===== config.mk =====
export PLATFORM = sky130hd
export DESIGN_NAME = freq_gate_count_module
export DESIGN_NICKNAME = d
export VERILOG_FILES = /design/src/rtl/freq_meter_pkg.sv /design/src/rtl/signal_sync_edge_module.sv /design/src/rtl/freq_gate_count_module.sv
export SDC_FILE = /design/constraint.sdc
export NUM_CORES = 1
export LEC_CHECK = 0
export BUFFER_PORTS_ARGS = -buffer_cell sky130_fd_sc_hd__buf_2
export CAP_MARGIN = 20
export CORE_MARGIN = 4
export CORE_UTILIZATION = 47
export DETAILED_ROUTE_END_ITERATION = 8
export SLEW_MARGIN = 10
export SYNTH_ARGS = -nofsm -noshare
export SYNTH_HDL_FRONTEND = slang
export SYNTH_SLANG_ARGS = --single-unit

===== constraint.sdc =====
create_clock -name clk -period 3.5 [get_ports clk]
set_input_delay 0.35 -clock clk [delete_from_list [all_inputs] [get_ports clk]]
set_output_delay 0.35 -clock clk [all_outputs]
set_load 0.05 [all_outputs]

===== src/rtl/freq_meter_pkg.sv =====
// Shared types and elaboration helpers for the frequency meter blocks.
// Users: freq_gate_count_module, signal_sync_edge_module.
package freq_meter_pkg;

   typedef enum logic [2:0] {
      IDLE,
      ARM,
      GATE,
      CALC,
      DONE
   } state_e;

   // Headroom for the constant-multiply step of the scaled result.
   localparam int CALC_EXT_W = 32;

   function automatic int log2_of(input int v);
      int r;
      r = 0;
      for (int i = 0; i < 31; i++) begin
         if ((1 << i) <= v) r = i;
      end
      return r;
   endfunction

   function automatic int scale_of(input int clk_hz, input int gate);
      return clk_hz / gate;
   endfunction

   function automatic int gate_cnt_w(input int gate);
      return (gate <= 2) ? 1 : $clog2(gate);
   endfunction

   function automatic logic [63:0] sat_limit(input int w);
      return {64{1'b1}} >> (64 - w);
   endfunction

endpackage


===== src/rtl/signal_sync_edge_module.sv =====
// Two-flop synchronizer plus a third flop for rising-edge detection.
// Reusable by any block sampling an asynchronous pulse train.
module signal_sync_edge_module (
   input  logic clk,
   input  logic rst,
   input  logic d_in,
   output logic rise
);

   logic s1_q, s2_q, s3_q;
   logic s1_d, s2_d, s3_d;

   always_comb begin
      s1_d = d_in;
      s2_d = s1_q;
      s3_d = s2_q;
   end

   always_ff @(posedge clk or posedge rst) begin
      if (rst) begin
         s1_q <= 1'b0;
         s2_q <= 1'b0;
         s3_q <= 1'b0;
      end else begin
         s1_q <= s1_d;
         s2_q <= s2_d;
         s3_q <= s3_d;
      end
   end

   assign rise = s2_q & ~s3_q;

endmodule


===== src/rtl/freq_gate_count_module.sv =====
// Gated edge counter for the prescaled signal; scales the count to Hz.
// FREQ_AUTO_RESTART_EN: re-arm after every result for continuous measurement.
module freq_gate_count_module
   import freq_meter_pkg::*;
#(
   parameter int CLK_HZ      = 50000000,
   parameter int GATE_CYCLES = 50000000,
   parameter int PRESCALE    = 16,
   parameter int CNT_W       = 32
) (
   input  logic             clk,
   input  logic             rst,
   input  logic             signal_in1,
   input  logic             start,
   output logic             busy,
   output logic             done,
   output logic [CNT_W-1:0] freq_out,
   output logic             overflow,
   output logic             timeout
);

   localparam int P_LOG2 = log2_of(PRESCALE);
   localparam int SCALE  = scale_of(CLK_HZ, GATE_CYCLES);
   localparam int GC_W   = gate_cnt_w(GATE_CYCLES);
   localparam int RES_W  = CNT_W + P_LOG2 + CALC_EXT_W;

   localparam logic [GC_W-1:0]  GC_LAST = GC_W'(GATE_CYCLES - 1);
   localparam logic [CNT_W-1:0] CNT_MAX = CNT_W'(sat_limit(CNT_W));
   localparam logic [RES_W-1:0] SCALE_R = RES_W'(SCALE);

   state_e           state_q, state_d;
   logic [GC_W-1:0]  gate_cnt_q, gate_cnt_d;
   logic [CNT_W-1:0] edge_cnt_q, edge_cnt_d;
   logic             ovf_q, ovf_d;
   logic [CNT_W-1:0] freq_q, freq_d;
   logic             ovf_out_q, ovf_out_d;
   logic             tmo_q, tmo_d;
   logic             rise;
   logic [RES_W-1:0] res;
   logic             res_sat;

   signal_sync_edge_module u_sync (
      .clk  (clk),
      .rst  (rst),
      .d_in (signal_in1),
      .rise (rise)
   );

   always_comb begin
      state_d    = state_q;
      gate_cnt_d = gate_cnt_q;
      edge_cnt_d = edge_cnt_q;
      ovf_d      = ovf_q;
      freq_d     = freq_q;
      ovf_out_d  = ovf_out_q;
      tmo_d      = tmo_q;
      res        = (RES_W'(edge_cnt_q) << P_LOG2) * SCALE_R;
      res_sat    = |res[RES_W-1:CNT_W];
      unique case (state_q)
         IDLE: begin
            if (start) begin
               state_d    = ARM;
               gate_cnt_d = '0;
               edge_cnt_d = '0;
               ovf_d      = 1'b0;
            end
         end
         ARM: begin
            // The arming edge only opens the window; it is not counted.
            if (rise) begin
               state_d    = GATE;
               gate_cnt_d = '0;
            end else if (gate_cnt_q == GC_LAST) begin
               state_d   = DONE;
               freq_d    = '0;
               ovf_out_d = 1'b0;
               tmo_d     = 1'b1;
            end else begin
               gate_cnt_d = gate_cnt_q + GC_W'(1);
            end
         end
         GATE: begin
            if (rise) begin
               if (edge_cnt_q == CNT_MAX) ovf_d = 1'b1;
               else edge_cnt_d = edge_cnt_q + CNT_W'(1);
            end
            if (gate_cnt_q == GC_LAST) state_d = CALC;
            else gate_cnt_d = gate_cnt_q + GC_W'(1);
         end
         CALC: begin
            state_d   = DONE;
            freq_d    = res_sat ? CNT_MAX : res[CNT_W-1:0];
            ovf_out_d = ovf_q | res_sat;
            tmo_d     = 1'b0;
         end
         DONE: begin
`ifdef FREQ_AUTO_RESTART_EN
            state_d    = ARM;
            gate_cnt_d = '0;
            edge_cnt_d = '0;
            ovf_d      = 1'b0;
`else
            state_d = IDLE;
`endif
         end
         default: state_d = IDLE;
      endcase
   end

   always_ff @(posedge clk or posedge rst) begin
      if (rst) begin
         state_q    <= IDLE;
         gate_cnt_q <= '0;
         edge_cnt_q <= '0;
         ovf_q      <= 1'b0;
         freq_q     <= '0;
         ovf_out_q  <= 1'b0;
         tmo_q      <= 1'b0;
      end else begin
         state_q    <= state_d;
         gate_cnt_q <= gate_cnt_d;
         edge_cnt_q <= edge_cnt_d;
         ovf_q      <= ovf_d;
         freq_q     <= freq_d;
         ovf_out_q  <= ovf_out_d;
         tmo_q      <= tmo_d;
      end
   end

`ifdef FREQ_AUTO_RESTART_EN
   assign busy = (state_q != IDLE);
`else
   assign busy = (state_q == ARM) || (state_q == GATE) || (state_q == CALC);
`endif
   assign done     = (state_q == DONE);
   assign freq_out = freq_q;
   assign overflow = ovf_out_q;
   assign timeout  = tmo_q;

endmodule

== Yosys cells after proc, flatten, opt, wreduce, memory -nomap -nowiden ==
Index checks and enable logic that the tools add are counted.
Storage, ports and cells
  register bits: 99
  bits of input ports: 4
  output and inout bits: 36
Cells by class
  add/subtract/negate cells: 2
  mux-type cells: 27
  bitwise operators: 3
  reduce and logical (&&, ||, !) cells: 12
  equal/unequal tests: 14
Operators with widths (number)
  32-bit 2-to-1 mux: 6
  32-bit case mux with 2 select lines: 2
  26-bit 2-to-1 mux: 3
  26-bit case mux with 3 select lines: 1
  32-bit by 1-bit adder with 32-bit output, second input constant: 1
  32-bit == test, second input constant: 1
  26-bit by 1-bit adder with 26-bit output, second input constant: 1
  26-bit == test, second input constant: 1
  2-bit != test, second input constant: 7
  3-bit 2-to-1 mux: 4
  3-bit case mux with 4 select lines: 1
  4-bit AND reduction: 2
  1-bit 2-to-1 mux: 7
  3-bit by 2-bit == test with 1-bit output, second input constant: 2
  1-bit case mux with 2 select lines: 3
  3-bit AND reduction: 2
  2-bit nonzero test: 2
  4-bit OR reduction: 1
  3-bit by 1-bit == test with 1-bit output, second input constant: 1
  3-bit == test, second input constant: 1
  3-bit logical NOT: 1
  3-bit != test, second input constant: 1
  3-bit nonzero test: 1
  1-bit logical OR: 2
  other kinds (4): 4

== Depth between registers and ports, before layout ==
Gate-level depths: netlist (run 1).
  depth after elaboration: 4
  gate-level depth with buffers: 8

== Hierarchy ==
Synthesis (run 1) repeated with hierarchy kept, for this count alone.
Second synthesis, totals
  cells, all modules: 553
  area, all modules: 5203.7 µm²
By module, submodules not included
  freq_gate_count_module: area an instance 5111.2 µm², cells an instance 548, instances 1, seq. area each 2327.2 µm²
  signal_sync_edge_module: area an instance 92.6 µm², cells an instance 5, instances 1, seq. area each 75.1 µm²

== Worst setup path after synthesis (run 1) ==
No wires, ideal clock.
  path type: reg-to-reg
  start point: register gate_cnt_q[9]
  end point: register freq_q[10], in the netlist freq_out[10]
  stages on the path, launching flop included: 7
  arrival: 1900 ps
  data required time: 3371 ps
  slack: 1471 ps
  path through: dfrtp_1 > or4_1 > or4_4 > nor3b_2 > o21a_2 > buf_6 > o21ai_0
On the way
  cells in the longest elaborated chain, start to end: 3
Ends and longest elaborated chain
  start, declared: line freq_gate_count_module.sv:32  | logic [GC_W-1:0] gate_cnt_q, gate_cnt_d;
  start signal, assigned: line freq_gate_count_module.sv:121  | gate_cnt_q <= gate_cnt_d;
  26-bit == test: line freq_gate_count_module.sv:73  | end else if (gate_cnt_q == GC_LAST) begin
  2-bit != test (no source line)
  3-bit AND reduction (no source line)
  end signal, assigned: line freq_gate_count_module.sv:124  | freq_q <= freq_d;
  end, declared: line freq_gate_count_module.sv:35  | logic [CNT_W-1:0] freq_q, freq_d;
No other way between the ends.
A chain may end at the register's enable or synchronous reset.

== Worst setup path in the final report (run 1) ==
  start point: register state_q[1]
  end point: register edge_cnt_q[7]
On the way
  cells in the longest elaborated chain, start to end: 3
  elaborated cells between the ends (all ways): 8
Ends and longest elaborated chain
  start, declared: line freq_gate_count_module.sv:31  | state_e state_q, state_d;
  start signal, assigned: line freq_gate_count_module.sv:120  | state_q <= state_d;
  3-bit by 2-bit == test with 1-bit output / 3-bit logical NOT (equally long branches): line freq_gate_count_module.sv:59  | unique case (state_q)
  2-bit != test (no source line) / 2-bit nonzero test (equally long branches)
  4-bit AND reduction (no source line)
  end signal, assigned: line freq_gate_count_module.sv:122  | edge_cnt_q <= edge_cnt_d;
  end, declared: line freq_gate_count_module.sv:33  | logic [CNT_W-1:0] edge_cnt_q, edge_cnt_d;
Several ways; a longest one is shown, not always the timed one.

==> impl_metrics.py, run 1 <==
metrics = {
    "run_status": {
        "status": "completed",
    },
    "die": {
        "coreArea_um2": 10460,
        "rows": 37,
        "ioPinCount": 40,
        "fp.dieArea_um2": 12570,
        "initial_core_util_pct": 48.71,
        "die_h_um": 112.1,
        "die_x_um": 112.1,
    },
    "route": {
        "first_pass_iters": 5,
        "drtIter0Drc": 310,
        "vias_per_cell": 5.883,
        "drc": 0,
        "vias": 4324,
        "ant_nets": 0,
        "avgRoutedWirePerCell_um": 16.07,
        "routed_wl_um": 11810,
    },
    "timing": {
        "rsz0062_at_grt": "false",
        "hold-worst-slack_ps": 46.10,
        "final.setup.tns_ps": 0,
        "worst_pin_slew_ps": 1027,
        "clock_skew_ps": 15.63,
        "layout_setup_ws_ps": 939.6,
        "drv_slew": 0,
        "setup_violations": 0,
        "fin_crit_sh_pct": 73.15,
        "hold_viol": 0,
        "relSlewSlack_pct": 31.55,
        "max_freq_mhz": 390.6,
        "post-route-min-period_ps": 2560,
    },
    "clocking": {
        "clk_path_buf_depth": 2,
        "ctsHtreeMaxLevel": 3,
        "cts_buffers": 9,
        "root_buffer": "clkbuf_8",
        "holdBufCountCts": 0,
        "cts_tree": "yes",
        "cts_setup_buffers": 0,
        "cts_sinks": 96,
        "path_clk_slew_ps": 100,
        "cts-resized-gates": 0,
        "insertion_delay_ps": 370,
    },
    "worst_setup_path": {
        "path_class": "flip-flop to flip-flop",
        "r2r_slack_ps": 940,
        "worstPathRequired_ps": 3820,
        "crit_fanout": 23,
        "rr_worst_depth": 5,
        "start_kind": "flip-flop",
        "crit_path_end_kind": "flip-flop",
        "reg2reg_to": "edge_cnt_q[7]",
        "worstPathArrival_ps": 2880,
        "regToRegStartpoint": "state_q[1]",
    },
    "synth": {
        "ys_top_cells_by_area": "dfrtp_1 47%, o21ai_0 8.6%, a21oi_1 3.9%, nand4_1 3.4%, inv_1 3.0%",
        "synth_cell_types": 56,
        "yosys.area.top_type_share_pct": 47.14,
        "synthCells": 568,
        "synth_area_um2": 5096,
        "syn_nets": 574,
        "syn_area_per_cell_um2": 8.972,
        "synthArstFlopShare_pct": 100.0,
        "synth-edff-count": 0,
        "yosys_warnings": 0,
        "ys_seq_elements": 96,
        "synth_ff_type": "dfrtp_1",
        "synth-seq-area-share_pct": 47.14,
        "yosys.area.top_type": "dfrtp_1",
    },
    "power_and_ir_drop": {
        "seqPwrFrac_pct": 44.9,
        "p_comb_share_pct": 31.4,
        "vdd_ir_drop_max_uv": 373.8,
        "powerDensity_nw_per_um2": 507.1,
        "intPower_mw": 1.697,
        "power.share.clock_pct": 23.7,
        "leakage_nw": 2.330,
        "switchingPower_mw": 1.107,
        "switching_share_pct": 39.48,
    },
    "global_routing": {
        "grt_pass1_vias": 4082,
        "track_usage_pct": 19.32,
        "grt_antenna_before_repair": 0,
        "gr-total-overflow": 0,
        "grt_pass1_wl_um": 20110,
        "grt_max_degree": 49,
    },
    "finish": {
        "nets": 600,
        "areaGrowthSynthToFinish_pct": 8.495,
        "diodes": 0,
        "drive_gt1_share_pct": 13.52,
    },
    "placement": {
        "gp_congestion": 0.8479,
        "hpwl_um": 8176,
        "dp_slack_ps": 982.8,
        "port_buffers": 39,
    },
    "min_path": {
        "worstHoldPathType": "primary input to async pin",
    },
    "job": {
        "drv_cap": 0,
    },
}
## power by group through the flow
stage                     Combinational, mW  Sequential (mW)  Clock [mW]
after detailed placement              0.872             1.28           0
after floorplan                       0.648             1.28           0
after global routing                  0.971             1.27       0.733
final                                 0.879             1.26       0.666
after CTS                             0.878             1.26       0.689
after global placement                0.867             1.28           0
## area by class of cell
cell class / instances / area (um^2)
clock buffers: 11 / 141.4
inverters: 41 / 156.4
well taps: 136 / 170.2
clock inverters: 5 / 31.28
flip-flops and latches: 96 / 2402
fillers: 1024 / 4933
multi-input cells: 398 / 2365
repair buffers: 48 / 262.8
## registers in the layout, summed over array words and instances, names as in the netlist, 3 cells and up
name / flops
edge_cnt_q: 32
freq_out: 29
gate_cnt_q: 26
state_q: 3
## per-layer routing
metal | GRT usage, % | part of all wire, % | up-vias
li1 | - | - | 2127
met1 | 28.39 | 51 | 2084
met2 | 29.16 | 43 | 101
met3 | 2.857 | 4.7 | 12
met4 | 6.811 | 1.4 | 0
met5 | 0 | 0 | -
## per-stage QoR
stage	utilization [%]	power [mW]	instance area, um^2	cells
floorplan	-	1.927	5096	568
global placement	51.20	2.146	5356	719
detailed placement	51.20	2.152	5356	719
CTS	52.85	2.825	5529	735
global route	52.85	2.974	5529	735
finish	52.85	2.804	5529	735
## kinds of logic after synthesis
logic type,after synthesis,synth area share (%)
AO/OA/AOI/OAI,169,18.78
buffers and inverters,74,6.506
XOR/XNOR,7,1.203
flip-flops,96,47.14
multiplexers,8,1.596
AND/OR/NAND/NOR,212,24.28
adder cells (fa/ha/maj),2,0.4910
## how the worst max path moves through the flow
stage	start	endpoint	slack (ps)
3_5_place_dp	state_q[1]	edge_cnt_q[7]	980
6_report	state_q[1]	edge_cnt_q[7]	940
3_3_place_gp	state_q[1]	edge_cnt_q[7]	990
4_1_cts	state_q[1]	edge_cnt_q[7]	950
2_1_floorplan	rst	edge_cnt_q[0]	640
5_1_grt	state_q[1]	edge_cnt_q[7]	810
## critical path, cell delays in order, from the launching register on
cell     delay (ps)
dfrtp_1         500
and3b_1         240
o21ai_1         700
nor2_2          400
or4_1           590
nand2_1          80
## layout by cell type, fill, tap and decap left out, types with 7 or more instances in the layout
master	Yosys	layout
a21oi_1	40	40
a31oi_1	9	9
and2_1	9	9
and3_1	11	11
buf_2	7	39
buf_4	4	9
clkbuf_8	0	10
dfrtp_1	96	96
inv_1	41	40
mux2i_1	7	7
nand2_1	35	35
nand3_1	25	25
nand4_1	28	28
nor2_1	26	25
nor2b_1	7	7
nor3_1	8	8
o21ai_0	88	88
o31ai_1	8	8
or3_1	21	21
or4_1	14	14
## synthesized netlist by cell type (3+ instances only)
| cell type | count |
|---|---|
| and2_1 | 9 |
| o21ai_1 | 3 |
| nor2b_1 | 7 |
| buf_4 | 4 |
| and3_1 | 11 |
| nand3_1 | 25 |
| dfrtp_1 | 96 |
| a31oi_1 | 9 |
| and4_1 | 5 |
| buf_2 | 7 |
| nor4_1 | 6 |
| xor2_1 | 3 |
| clkbuf_1 | 18 |
| nand2_1 | 35 |
| o21ai_0 | 88 |
| nor2_1 | 26 |
| o31ai_1 | 8 |
| a21oi_1 | 40 |
| or2_2 | 4 |
| buf_6 | 4 |
| xnor2_1 | 4 |
| inv_1 | 41 |
| nand4_1 | 28 |
| or3_1 | 21 |
| mux2i_1 | 7 |
| or4_1 | 14 |
| nor3_1 | 8 |
Power figures use the tool's default switching activity.
==> run 2, diff against run 1 <==
==> constraint.sdc (replaced) <==
create_clock -name clk -period 2.64 [get_ports clk]
set_input_delay 0.264 -clock clk [delete_from_list [all_inputs] [get_ports clk]]
set_output_delay 0.264 -clock clk [all_outputs]
set_load 0.05 [all_outputs]
==> impl_metrics.py, run 2 (same netlist as run 1, synthesis figures left out) <==
metrics = {
    "global_routing": {
        "grt_pass1_vias": 4181,
        "gr-total-overflow": 0,
        "grt.met1_usage_pct": 28.81,
        "grt_max_degree": 35,
        "use_met3_pct": 3.019,
        "grt_pass1_wl_um": 20740,
        "grt-busiest-layer": "met2",
        "grt.met2_usage_pct": 30.43,
        "track_usage_pct": 19.90,
        "grt_antenna_before_repair": 0,
    },
    "finish": {
        "drive_gt1_share_pct": 15.33,
        "final_core_util_pct": 55.00,
        "regMostFlops": "edge_cnt_q",
        "largest_reg_flops": 32,
        "multi_input_area_um2": 2362,
        "final_common_cell": "dfrtp_1",
        "mostFrequentLayoutCells": "96 x dfrtp_1, 88 x o21ai_0, 40 x inv_1, 40 x a21oi_1, 39 x buf_2",
        "areaGrowthSynthToFinish_pct": 12.91,
        "nets": 614,
        "nFillCells": 976,
        "seqCellArea_um2": 2402,
        "diodes": 0,
    },
    "die": {
        "fp.dieArea_um2": 12570,
        "die_h_um": 112.1,
        "die_x_um": 112.1,
        "initial_core_util_pct": 48.71,
        "ioPinCount": 40,
        "rows": 37,
        "coreArea_um2": 10460,
    },
    "clocking": {
        "cts_tree": "yes",
        "cts_setup_buffers": 0,
        "cts_buffers": 9,
        "path_clk_slew_ps": 90,
        "cts_sinks": 96,
        "root_buffer": "clkbuf_8",
        "clk_path_buf_depth": 2,
        "cts-resized-gates": 0,
        "insertion_delay_ps": 360,
        "ctsHtreeMaxLevel": 3,
    },
    "timing": {
        "fin_crit_sh_pct": 88.90,
        "setup_violations": 0,
        "worst_pin_slew_ps": 865.6,
        "clock_skew_ps": 8.180,
        "hold-worst-slack_ps": 32.70,
        "rsz0062_at_grt": "false",
        "post-route-min-period_ps": 2347,
        "hold_viol": 0,
        "drv_slew": 0,
        "final.setup.tns_ps": 0,
        "max_freq_mhz": 426.1,
        "relSlewSlack_pct": 42.30,
    },
    "run_status": {
        "status": "completed",
    },
    "worst_setup_path": {
        "worstPathRequired_ps": 2870,
        "crit_path_end_kind": "flip-flop",
        "rr_worst_depth": 6,
        "crit_slowest_cell": "or4_1",
        "r2r_slack_ps": 290,
        "critPathMaxStageDelay_ps": 560,
        "worstPathArrival_ps": 2580,
        "crit_fanout": 21,
        "start_kind": "flip-flop",
        "path_class": "flip-flop to flip-flop",
        "cp_cell_sequence": "or4_1 > or4_4 > nor3b_2 > o21a_2 > buf_12 > o21ai_0",
    },
    "placement": {
        "port_buffers": 39,
        "gp_congestion": 0.8114,
        "hpwl_um": 8689,
    },
    "route": {
        "first_pass_iters": 6,
        "drtIter0Drc": 313,
        "vias": 4387,
        "vias_per_cell": 5.857,
        "ant_nets": 0,
        "routed_wl_um": 12280,
        "drc": 0,
        "avgRoutedWirePerCell_um": 16.39,
    },
    "power_and_ir_drop": {
        "vdd_ir_drop_max_uv": 628.5,
        "powerDensity_nw_per_um2": 714.3,
        "leakage_nw": 2.446,
    },
    "job": {
        "drv_cap": 0,
    },
    "min_path": {
        "worstHoldPathType": "primary input to async pin",
    },
}
==> run 2: changes by cell type in the layout (fill, tap and decap cells not counted), sizes merged <==
| cell | delta |
|---|---|
| clkinv | -2 |
| buf | +13 |
| clkinvlp | +1 |
| dlygate4sd3 | +1 |
| inv | -2 |
| bufinv | +3 |
==> run 2: power by group <==
part	total (mW)	switching, mW	internal [mW]	leakage, nW
registers	1.65	0.0994	1.55	1.33
logic	1.26	0.864	0.396	0.993
clock network	1.20	0.517	0.680	0.126
total	4.11	1.48	2.63	2.45
==> run 2: path summary, 6_finish.rpt <==
| path | start | endpoint |
|---|---|---|
| min in group clk | start | state_q[0] |
| hold reg to reg | u_sync.s1_q | u_sync.s2_q |
| hold / removal | rst | freq_out[7] |
| max in group asynchronous | rst | gate_cnt_q[16] |
| setup / recovery | gate_cnt_q[9] | freq_out[17] |
| setup reg to reg | gate_cnt_q[9] | freq_out[17] |
==> run 2: routing by layer <==
metal / vias up / wire length, um
met2: 105 / 5534
li1: 2145 / -
met5: - / 0
met4: 0 / 206
met1: 2117 / 6043
met3: 20 / 492
==> run 2: critical path, delay by kind of cell (launching register included) <==
family                 cells  cell delay, ps
AOI/OAI and AO/OA          2             390
buffers and inverters      1             180
and+or+nand+nor            3            1220
DFF                        1             420
==> run 2: through the flow <==
stage / power [mW] / instance area (um^2) / setup slack (ps) / cells
final: 4.110 / 5754 / 292.9 / 749
after CTS: 4.134 / 5754 / 269.2 / 749
after detailed placement: 2.935 / 5490 / 285.6 / 732
after global placement: 2.917 / 5490 / 335.8 / 732
after global routing: 4.350 / 5754 / 126.8 / 749
after floorplan: 2.555 / 5100 / 610.8 / 568
==> run 2: area by class of cell <==
cell class              count  share of cell area (%)
flip-flops and latches     96                   41.75
multi-input cells         398                   41.05
repair buffers             62                   7.088
well taps                 136                   2.957
inverters                  41                   2.740
clock buffers              11                   2.631
clock inverters             5                   1.783
==> run 2: repair_timing <==
action / 4_1_cts / 5_1_grt
endpoints found under the setup margin: 0 / 0
hold endpoints to repair: 1 / 0
hold buffers: 1 / 0
